==> config.mk <==
export PLATFORM = sky130hd
export DESIGN_NAME = alu_mext_seq
export DESIGN_NICKNAME = d
export VERILOG_FILES = /design/src/rtl/alu_mext_seq.sv
export SDC_FILE = /design/constraint.sdc
export NUM_CORES = 2
export LEC_CHECK = 0
export BUFFER_PORTS_ARGS = -buffer_cell sky130_fd_sc_hd__buf_2
export CAP_MARGIN = 0
export CORE_MARGIN = 10
export CORE_UTILIZATION = 40
export CTS_CLUSTER_SIZE = 14
export DETAILED_ROUTE_END_ITERATION = 7
export PLACE_DENSITY = 0.55
export REMOVE_ABC_BUFFERS = 1
export SYNTH_ARGS = -nofsm -noshare
export SYNTH_HDL_FRONTEND = slang
export SYNTH_SLANG_ARGS = --single-unit
export TNS_END_PERCENT = 50
==> constraint.sdc <==
create_clock -name clk -period 11 [get_ports clk]
set_input_delay 1.65 -clock clk [delete_from_list [all_inputs] [get_ports clk]]
set_output_delay 1.65 -clock clk [all_outputs]
set_load 0.02 [all_outputs]
==> src/rtl/alu_mext_seq.sv <==
// alu_mext_seq: handshaked EX-stage ALU with iterative shift-add multiplier and restoring divider
module alu_mext_seq #(
    parameter int XLEN = 32,
    parameter int SHW  = $clog2(XLEN)
) (
    input  logic            clk,
    input  logic            rst,
    input  logic            in_valid,
    output logic            in_ready,
    input  logic [XLEN-1:0] opr_a,
    input  logic [XLEN-1:0] opr_b,
    input  logic [4:0]      aluop,
    output logic            out_valid,
    input  logic            out_ready,
    output logic [XLEN-1:0] opr_res
);
    localparam int CW = SHW + 1;
    typedef enum logic [1:0] {IDLE, MUL, DIV, DONE} state_t;
    state_t            r_state, w_state_nx;
    logic [XLEN-1:0]   r_res, r_mp;
    logic [2*XLEN-1:0] r_acc, r_mc;
    logic [CW-1:0]     r_cnt;
    logic              r_neg, r_neg_r, r_hi;
    logic              w_accept, w_is_mul, w_is_div, w_rem_op, w_sgn_a_op, w_sgn_b_op;
    logic              w_sa, w_sb, w_dz, w_ovf, w_iter_div, w_hi_sel, w_ge, w_last;
    logic [XLEN-1:0]   w_mag_a, w_mag_b, w_base, w_div_fast, w_fast_res, w_q, w_r, w_fin;
    logic [2*XLEN-1:0] w_mul_acc, w_div_acc, w_prod;
    logic [XLEN:0]     w_sh, w_diff;
    assign w_is_mul   = aluop >= 5'd10 && aluop <= 5'd13;
    assign w_is_div   = aluop >= 5'd14 && aluop <= 5'd17;
    assign w_rem_op   = aluop == 5'd16 || aluop == 5'd17;
    assign w_sgn_a_op = aluop == 5'd11 || aluop == 5'd12 || aluop == 5'd14 || aluop == 5'd16;
    assign w_sgn_b_op = aluop == 5'd11 || aluop == 5'd14 || aluop == 5'd16;
    assign w_sa       = w_sgn_a_op && opr_a[XLEN-1];
    assign w_sb       = w_sgn_b_op && opr_b[XLEN-1];
    assign w_mag_a    = w_sa ? -opr_a : opr_a;
    assign w_mag_b    = w_sb ? -opr_b : opr_b;
    assign w_dz       = opr_b == '0;
    assign w_ovf      = (aluop == 5'd14 || aluop == 5'd16) && opr_a == {1'b1, {(XLEN-1){1'b0}}} && &opr_b;
    assign w_iter_div = w_is_div && !w_dz && !w_ovf;
    assign w_hi_sel   = (w_is_mul && aluop != 5'd10) || w_rem_op;
    assign w_div_fast = w_dz ? (w_rem_op ? opr_a : '1) : (w_rem_op ? '0 : opr_a);
    assign w_fast_res = w_is_div ? w_div_fast : w_base;
    always_comb begin
        w_base = '0;
        case (aluop)
            5'd0: w_base = opr_a + opr_b;
            5'd1: w_base = opr_a - opr_b;
            5'd2: w_base = opr_a << opr_b[SHW-1:0];
            5'd3: w_base = {{(XLEN-1){1'b0}}, $signed(opr_a) < $signed(opr_b)};
            5'd4: w_base = {{(XLEN-1){1'b0}}, opr_a < opr_b};
            5'd5: w_base = opr_a ^ opr_b;
            5'd6: w_base = opr_a >> opr_b[SHW-1:0];
            5'd7: w_base = $signed(opr_a) >>> opr_b[SHW-1:0];
            5'd8: w_base = opr_a | opr_b;
            5'd9: w_base = opr_a & opr_b;
            default: w_base = '0;
        endcase
    end
    // Multiply: add shifted multiplicand when the current multiplier bit is set
    assign w_mul_acc = r_acc + (r_mp[0] ? r_mc : '0);
    // Divide: hi half is the partial remainder, lo half shifts dividend out / quotient in
    assign w_sh      = r_acc[2*XLEN-1:XLEN-1];
    assign w_diff    = w_sh - {1'b0, r_mc[XLEN-1:0]};
    assign w_ge      = ~w_diff[XLEN];
    assign w_div_acc = {w_ge ? w_diff[XLEN-1:0] : w_sh[XLEN-1:0], r_acc[XLEN-2:0], w_ge};
    assign w_prod    = r_neg ? -w_mul_acc : w_mul_acc;
    assign w_q       = r_neg ? -w_div_acc[XLEN-1:0] : w_div_acc[XLEN-1:0];
    assign w_r       = r_neg_r ? -w_div_acc[2*XLEN-1:XLEN] : w_div_acc[2*XLEN-1:XLEN];
    assign w_fin     = r_state == MUL ? (r_hi ? w_prod[2*XLEN-1:XLEN] : w_prod[XLEN-1:0]) : (r_hi ? w_r : w_q);
    assign w_last    = r_cnt == CW'(1);
    assign in_ready  = !rst && (r_state == IDLE || (r_state == DONE && out_ready));
    assign w_accept  = in_valid && in_ready;
    assign out_valid = r_state == DONE;
    assign opr_res   = r_res;
    always_comb begin
        w_state_nx = r_state;
        case (r_state)
            IDLE, DONE: w_state_nx = w_accept ? (w_is_mul ? MUL : w_iter_div ? DIV : DONE)
                                   : (r_state == DONE && out_ready) ? IDLE : r_state;
            default:    w_state_nx = w_last ? DONE : r_state;
        endcase
    end
    always_ff @(posedge clk) begin
        if (rst) r_state <= IDLE;
        else     r_state <= w_state_nx;
    end
    always_ff @(posedge clk) begin
        if (rst) begin
            r_res   <= '0;
            r_acc   <= '0;
            r_mc    <= '0;
            r_mp    <= '0;
            r_cnt   <= '0;
            r_neg   <= 1'b0;
            r_neg_r <= 1'b0;
            r_hi    <= 1'b0;
        end else if (w_accept) begin
            r_cnt   <= CW'(XLEN);
            r_neg   <= w_sa ^ w_sb;
            r_neg_r <= w_sa;
            r_hi    <= w_hi_sel;
            r_acc   <= w_is_mul ? '0 : {{XLEN{1'b0}}, w_mag_a};
            r_mc    <= {{XLEN{1'b0}}, w_is_mul ? w_mag_a : w_mag_b};
            r_mp    <= w_mag_b;
            if (!w_is_mul && !w_iter_div) r_res <= w_fast_res;
        end else if (r_state == MUL || r_state == DIV) begin
            r_acc <= r_state == MUL ? w_mul_acc : w_div_acc;
            r_mc  <= r_state == MUL ? r_mc << 1 : r_mc;
            r_mp  <= r_mp >> 1;
            r_cnt <= r_cnt - CW'(1);
            if (w_last) r_res <= w_fin;
        end
    end
endmodule

### Word level (Yosys, flattened, before mapping)

Index checks and enable logic that the tools add are counted.

| cells by class | value |
|---|---|
| add/sub/neg operators | 10 |
| multiply operators | 0 |
| div/mod/pow operators | 0 |
| $lt $le $gt $ge | 6 |
| equality and inequality tests | 22 |
| shifts and indexed selects | 3 |
| mux-type cells | 37 |
| bitwise logic cells | 5 |
| reduce and logical (&&, ||, !) cells | 42 |

Operators by type and width:

| kind | count |
|---|---|
| $mux 32 | 23 |
| $mux 64 | 5 |
| $pmux 32 s10 | 1 |
| $neg 32->32 | 4 |
| $add 64x64->64 | 1 |
| $lt 32x32->1 | 2 |
| $neg 64->64 | 1 |
| $sub 33x32->33 | 1 |
| $add 32x32->32 | 1 |
| $and 32x32->32 | 1 |
| $eq 32x32->1 const B | 1 |
| $logic_not 32->1 | 1 |
| $or 32x32->32 | 1 |
| $reduce_and 32->1 | 1 |
| $shl 32x5->32 | 1 |
| $shr 32x5->32 | 1 |
| $sshr 32x5->32 | 1 |
| $sub 32x32->32 | 1 |
| $xor 32x32->32 | 1 |
| $eq 5x4->1 const B | 5 |
| $eq 5x3->1 const B | 4 |
| $logic_and 1x1->1 | 13 |
| $mux 6 | 2 |
| $eq 5x2->1 const B | 2 |
| 24 further kinds | 50 |

| storage, ports and cells | value |
|---|---|
| bits in registers | 203 |
| latch bits | 0 |
| memory bits (writable) | 0 |
| memory bits (read-only) | 0 |
| output and inout port bits | 34 |
| memories kept | 0 |

### Logic depth before layout (Yosys ltp)

| logic depth | value |
|---|---|
| word-level depth | 10 |
| depth in mapped cells | 24 |
| depth with buffers taken out | 22 |

### Least setup slack after synthesis

Ideal clock, no wire load.

| timing path | value |
|---|---|
| path kind | input to register |
| start point | input opr_b[2] |
| end point | register r_res[30], in the netlist opr_res[30] |
| library setup time | 0.117 ns |
| arrival time | 6.135 ns |
| path slack | 4.747 ns |
| stages | 18 |
| cells stage by stage | inv_1 -> buf_1 -> buf_1 -> clkbuf_1 -> ha_1 -> clkbuf_1 -> nand2b_1 -> a221oi_1 -> o21ai_0 -> a31oi_1 -> a211o_1 -> nor3_1 -> o32ai_1 -> a21oi_1 -> a211o_1 -> or3_1 -> or4_1 -> a32o_1 |

| on the way | value |
|---|---|
| longest elaborated chain between the ends | 8 |
| elaborated cells between the ends (all ways) | 21 |
| those cells by class | add/sub: 2; eq/ne: 1; shift: 3; mux: 5; reduce/logical: 10 |

RTL lines:

| item | RTL line | source |
|---|---|---|
| from (decl) | 11 | `input logic [XLEN-1:0] opr_b,` |
| branches (longest 8 deep; another with $sub 32x32->32) | -- |  |
| to (signal assigned) | 106 | `if (!w_is_mul && !w_iter_div) r_res <= w_fast_res;` |
| to (signal assigned) | 112 | `if (w_last) r_res <= w_fin;` |
| to (decl) | 20 | `logic [XLEN-1:0] r_res, r_mp;` |

Parallel ways; which one is timed is not known. The select of a mux whose other input is x is not followed.
A chain may end at the register's enable or synchronous reset.

### Worst setup path in the final report

| timing path | value |
|---|---|
| start point | register r_mp[0] |
| end point | register r_res[6], in the netlist opr_res[6] |

| on the way | value |
|---|---|
| longest elaborated chain between the ends | 9 |

RTL lines:

| item | RTL line | source |
|---|---|---|
| from (decl) | 20 |  |
| from (signal assigned) | 105 | `r_mp <= w_mag_b;` |
| from (signal assigned) | 110 | `r_mp <= r_mp >> 1;` |
| $mux 64 (*) | 61 | `assign w_mul_acc = r_acc + (r_mp[0] ? r_mc : '0);` |
| $add 64x64->64 (*) | 61 |  |
| $neg 64->64 | 67 | `assign w_prod = r_neg ? -w_mul_acc : w_mul_acc;` |
| $mux 64 (*) | 67 |  |
| $mux 32 (*) (2 in series) | 70 | `assign w_fin = r_state == MUL ? (r_hi ? w_prod[2*XLEN-1:XLEN] : w_prod[XLEN-1:0]) : (r_hi ? w_r : w_q);` |
| $mux 32 (*) | 112 |  |
| $mux 32 (*) | 107 | `end else if (r_state == MUL \|\| r_state == DIV) begin` |
| $mux 32 (*) | 98 | `end else if (w_accept) begin` |

Every way passes the cells marked *; elsewhere a longest branch is shown, timed or not. The select of a mux whose other input is x is not followed.

==> summary.txt <==
Synth Area in Adders -> 8.35%
Resize count post-CTS -> 0
initial antenna violation count -> 3
Clock Skews -> 19.8 ps
Nets -> 4599
clock transition at the registers of the reported paths -> 70 ps
Multi-input gate area -> 25400 sq um
Synth area leader -> dfxtp_1
ys async rst share -> 0%
Tmin final -> 6960 ps
Hold Path Sink -> opr_res[8]
core area -> 77600 sq um
Vias per Instance -> 6.78
R2R Setup Slk -> 4040 ps
Total GRT Usage -> 35.7%
hold-fix buffers at CTS -> 0
final std cells w/o fill -> 5380
Synth Area in XOR/XNOR -> 6.09%
max-slew violations -> 0
combinational share of power -> 74.1%
Register Area -> 4070 sq um
final period utilization -> 63.3%
cell with the most instances after synthesis -> nor2_1
Num Clock Sinks -> 203
Fmax achieved -> 0.144 GHz
Fin. Hold Viols -> 0
power per cell area -> 256 nW/um^2
worst slew pin tran -> 1350 ps
NetSw -> 0.00502 W
P_int -> 0.00358 W
post-route ant nets -> 0
status -> finished, final reports clean
reg2reg start -> r_mp[0]
DIE AREA -> 90000 sq um
Compound-Gate Fraction of Synth Area -> 32.5%
detailed-route via count -> 36500
CTS Buf Count -> 26
R2R cell count -> 15
Synth cell types -> 100
critical path peak fanout -> 60
startpoint of the worst hold path -> opr_res[8]
1st-iter DRT viols -> 4175
vias in the first global route -> 34900
Clk network pwr share -> 11.6%
port bufs -> 106
# rows -> 102
main combinational cell family by area after synthesis -> compound AO/OA/AOI/OAI gates
Clock Tree Root -> clkbuf_16
DRC errors left -> 0
CP Capture Type -> register
RSZ-0062 raised after global routing -> false
Post-synth EDFFs -> 0
DRT Pass-1 Iters -> 7
largest net degree at the start of global routing -> 70
Synth top cells by count -> nor2_1 (525), a21oi_1 (406), nand2_1 (356), clkbuf_1 (296), o21ai_0 (291)
Max-Cap Viols -> 0
Worst VDD drop -> 158 uV
Switching Share -> 58.4%
worst hold stages -> 2
Placed Cells incl. Taps -> 5331
Syn-to-layout area delta -> 6.95%
Post-DP HPWL -> 133000 um
Synth Area per Inst -> 7.05 sq um
Synth area leaders -> dfxtp_1 (13%), ha_1 (8.1%), a21oi_1 (6.5%)
mux contribution to synthesized area -> 10.6%
Mapped Cells -> 4448
Hold WC Path Type -> reg -> reg
Fill cells -> 8386
Yosys reg bits -> 203
Die Width -> 300 um
dominant synthesized flop cell -> dfxtp_1
Synth Cell Area -> 31400 sq um
CP Data Arrival Time -> 7420 ps
Worst slew margin -> 9.32%
final-report setup violation count -> 0
Die H -> 300 um
GP Congestion -> 1.02
critical path launch point type -> register
WL final -> 169000 um
H-tree Lvls -> 1
reg2reg end -> opr_res[6]
WL/cell -> 31.5 um
setup TNS -> 0 ps
sequential power share -> 14.3%
GRT overflow -> 0
critical path type -> reg -> reg
first-pass GRT wire length -> 244000 um
share of cells above drive strength 1 -> 9.22%
CTS Buffer Depth -> 3
Skew-Pair Late Insertion Delay -> 590 ps
register area share after synthesis -> 13.0%
Critical Path RT -> 11460 ps
Initial Util -> 40.4%
CTS tree -> done
postcts setup bufs -> 0
io pins -> 107
Synth Area in Simple Gates -> 23.3%
LEAKAGE -> 12.8 nW
synth warn -> 0
post-synth top area share -> 13.0%
==> per-layer routing <==
layer  track usage, %  part of all wire, %
met1             44.5                   40
met2             59.1                   46
met3             4.26                  7.4
met4             20.5                  6.8
met5                0                0.014
==> metrics by stage <==
step	util [%]	worst slack [ps]	area, sq um	power, W	hold WS, ps
4_1_cts	43.2	4260	33500	0.00839	453
3_5_place_dp	42.0	4110	32600	0.00735	442
3_3_place_gp	42.0	4120	32600	0.00741	433
6_report	43.2	4040	33600	0.00860	451
5_1_grt	43.2	3800	33500	0.00903	496
2_1_floorplan	-	2840	30100	0.00518	460
==> registers in the layout, indices dropped and copies added (netlist names) <==
name	count
opr_res	32
r_acc	64
r_cnt	6
r_hi	1
r_mc	64
r_mp	32
r_neg	1
r_neg_r	1
r_state	2
==> cells in the final DEF (no fill, tap or decap), types with 34 or more instances in the layout <==
| master | count |
|---|---|
| a21o_1 | 60 |
| nor4_1 | 39 |
| and3_1 | 39 |
| buf_2 | 103 |
| mux2i_1 | 172 |
| mux4_2 | 66 |
| o21ai_0 | 290 |
| nand3_1 | 84 |
| xnor2_1 | 147 |
| o31ai_1 | 67 |
| xor2_1 | 71 |
| nor2_1 | 519 |
| o211ai_1 | 59 |
| ha_1 | 201 |
| a21oi_1 | 406 |
| dfxtp_1 | 200 |
| o21a_1 | 34 |
| inv_1 | 170 |
| a211oi_1 | 157 |
| nand4_1 | 63 |
| or3_1 | 53 |
| a31oi_1 | 39 |
| nor3_1 | 111 |
| nand2_1 | 354 |
| and2_1 | 91 |
| nor2b_1 | 39 |
| buf_4 | 80 |
| o221ai_1 | 40 |
==> worst max-delay path by stage <==
stage | from | endpoint | slack (ps) | cells past startpoint
3_5_place_dp | opr_b[4] | opr_res[29] | 4110 | 15
4_1_cts | r_mp[0] | opr_res[6] | 4260 | 15
5_1_grt | r_mp[0] | opr_res[6] | 3800 | 15
3_3_place_gp | opr_b[4] | opr_res[29] | 4120 | 15
2_1_floorplan | r_state[1] | opr_res[21] | 2840 | 10
6_report | r_mp[0] | opr_res[6] | 4040 | 15
==> critical path, stage by stage, from the launching register on <==
cell and delay [ps]:
dfxtp_2 350, buf_4 540, and2_1 220, ha_1 330
a21oi_1 440, o21ai_1 180, a21oi_1 320, a31oi_1 230
o32ai_1 1110, o211ai_1 280, or3_1 540, nor4_2 780
nand2_1 510, a31o_2 380, a2111oi_0 450, o21ai_0 150
==> final cells by class <==
cell class / instances / area share (%)
diodes: 2 / 0.0149
clock buffers: 37 / 2.33
well taps: 1040 / 3.88
inverters: 174 / 1.95
multi-input cells: 3731 / 75.8
repair buffers: 183 / 3.33
clock inverters: 10 / 0.548
flip-flops and latches: 203 / 12.1
==> power groups by stage <==
stage	combinational [W]	clock [W]	sequential [W]
finish	0.00638	0.000995	0.00123
global route	0.00675	0.00103	0.00124
floorplan	0.00405	0	0.00113
global placement	0.00618	0	0.00123
detailed placement	0.00613	0	0.00122
CTS	0.00617	0.00101	0.00121
==> kinds of logic after synthesis <==
kind of cell               after synthesis
AOI/OAI and AO/OA                     1528
xor gates and xnor gates               218
adders and majority gates              207
buffers and inverters                  514
DFF                                    203
muxes                                  249
and+or+nand+nor                       1529
(Power assumes the default switching activity.)
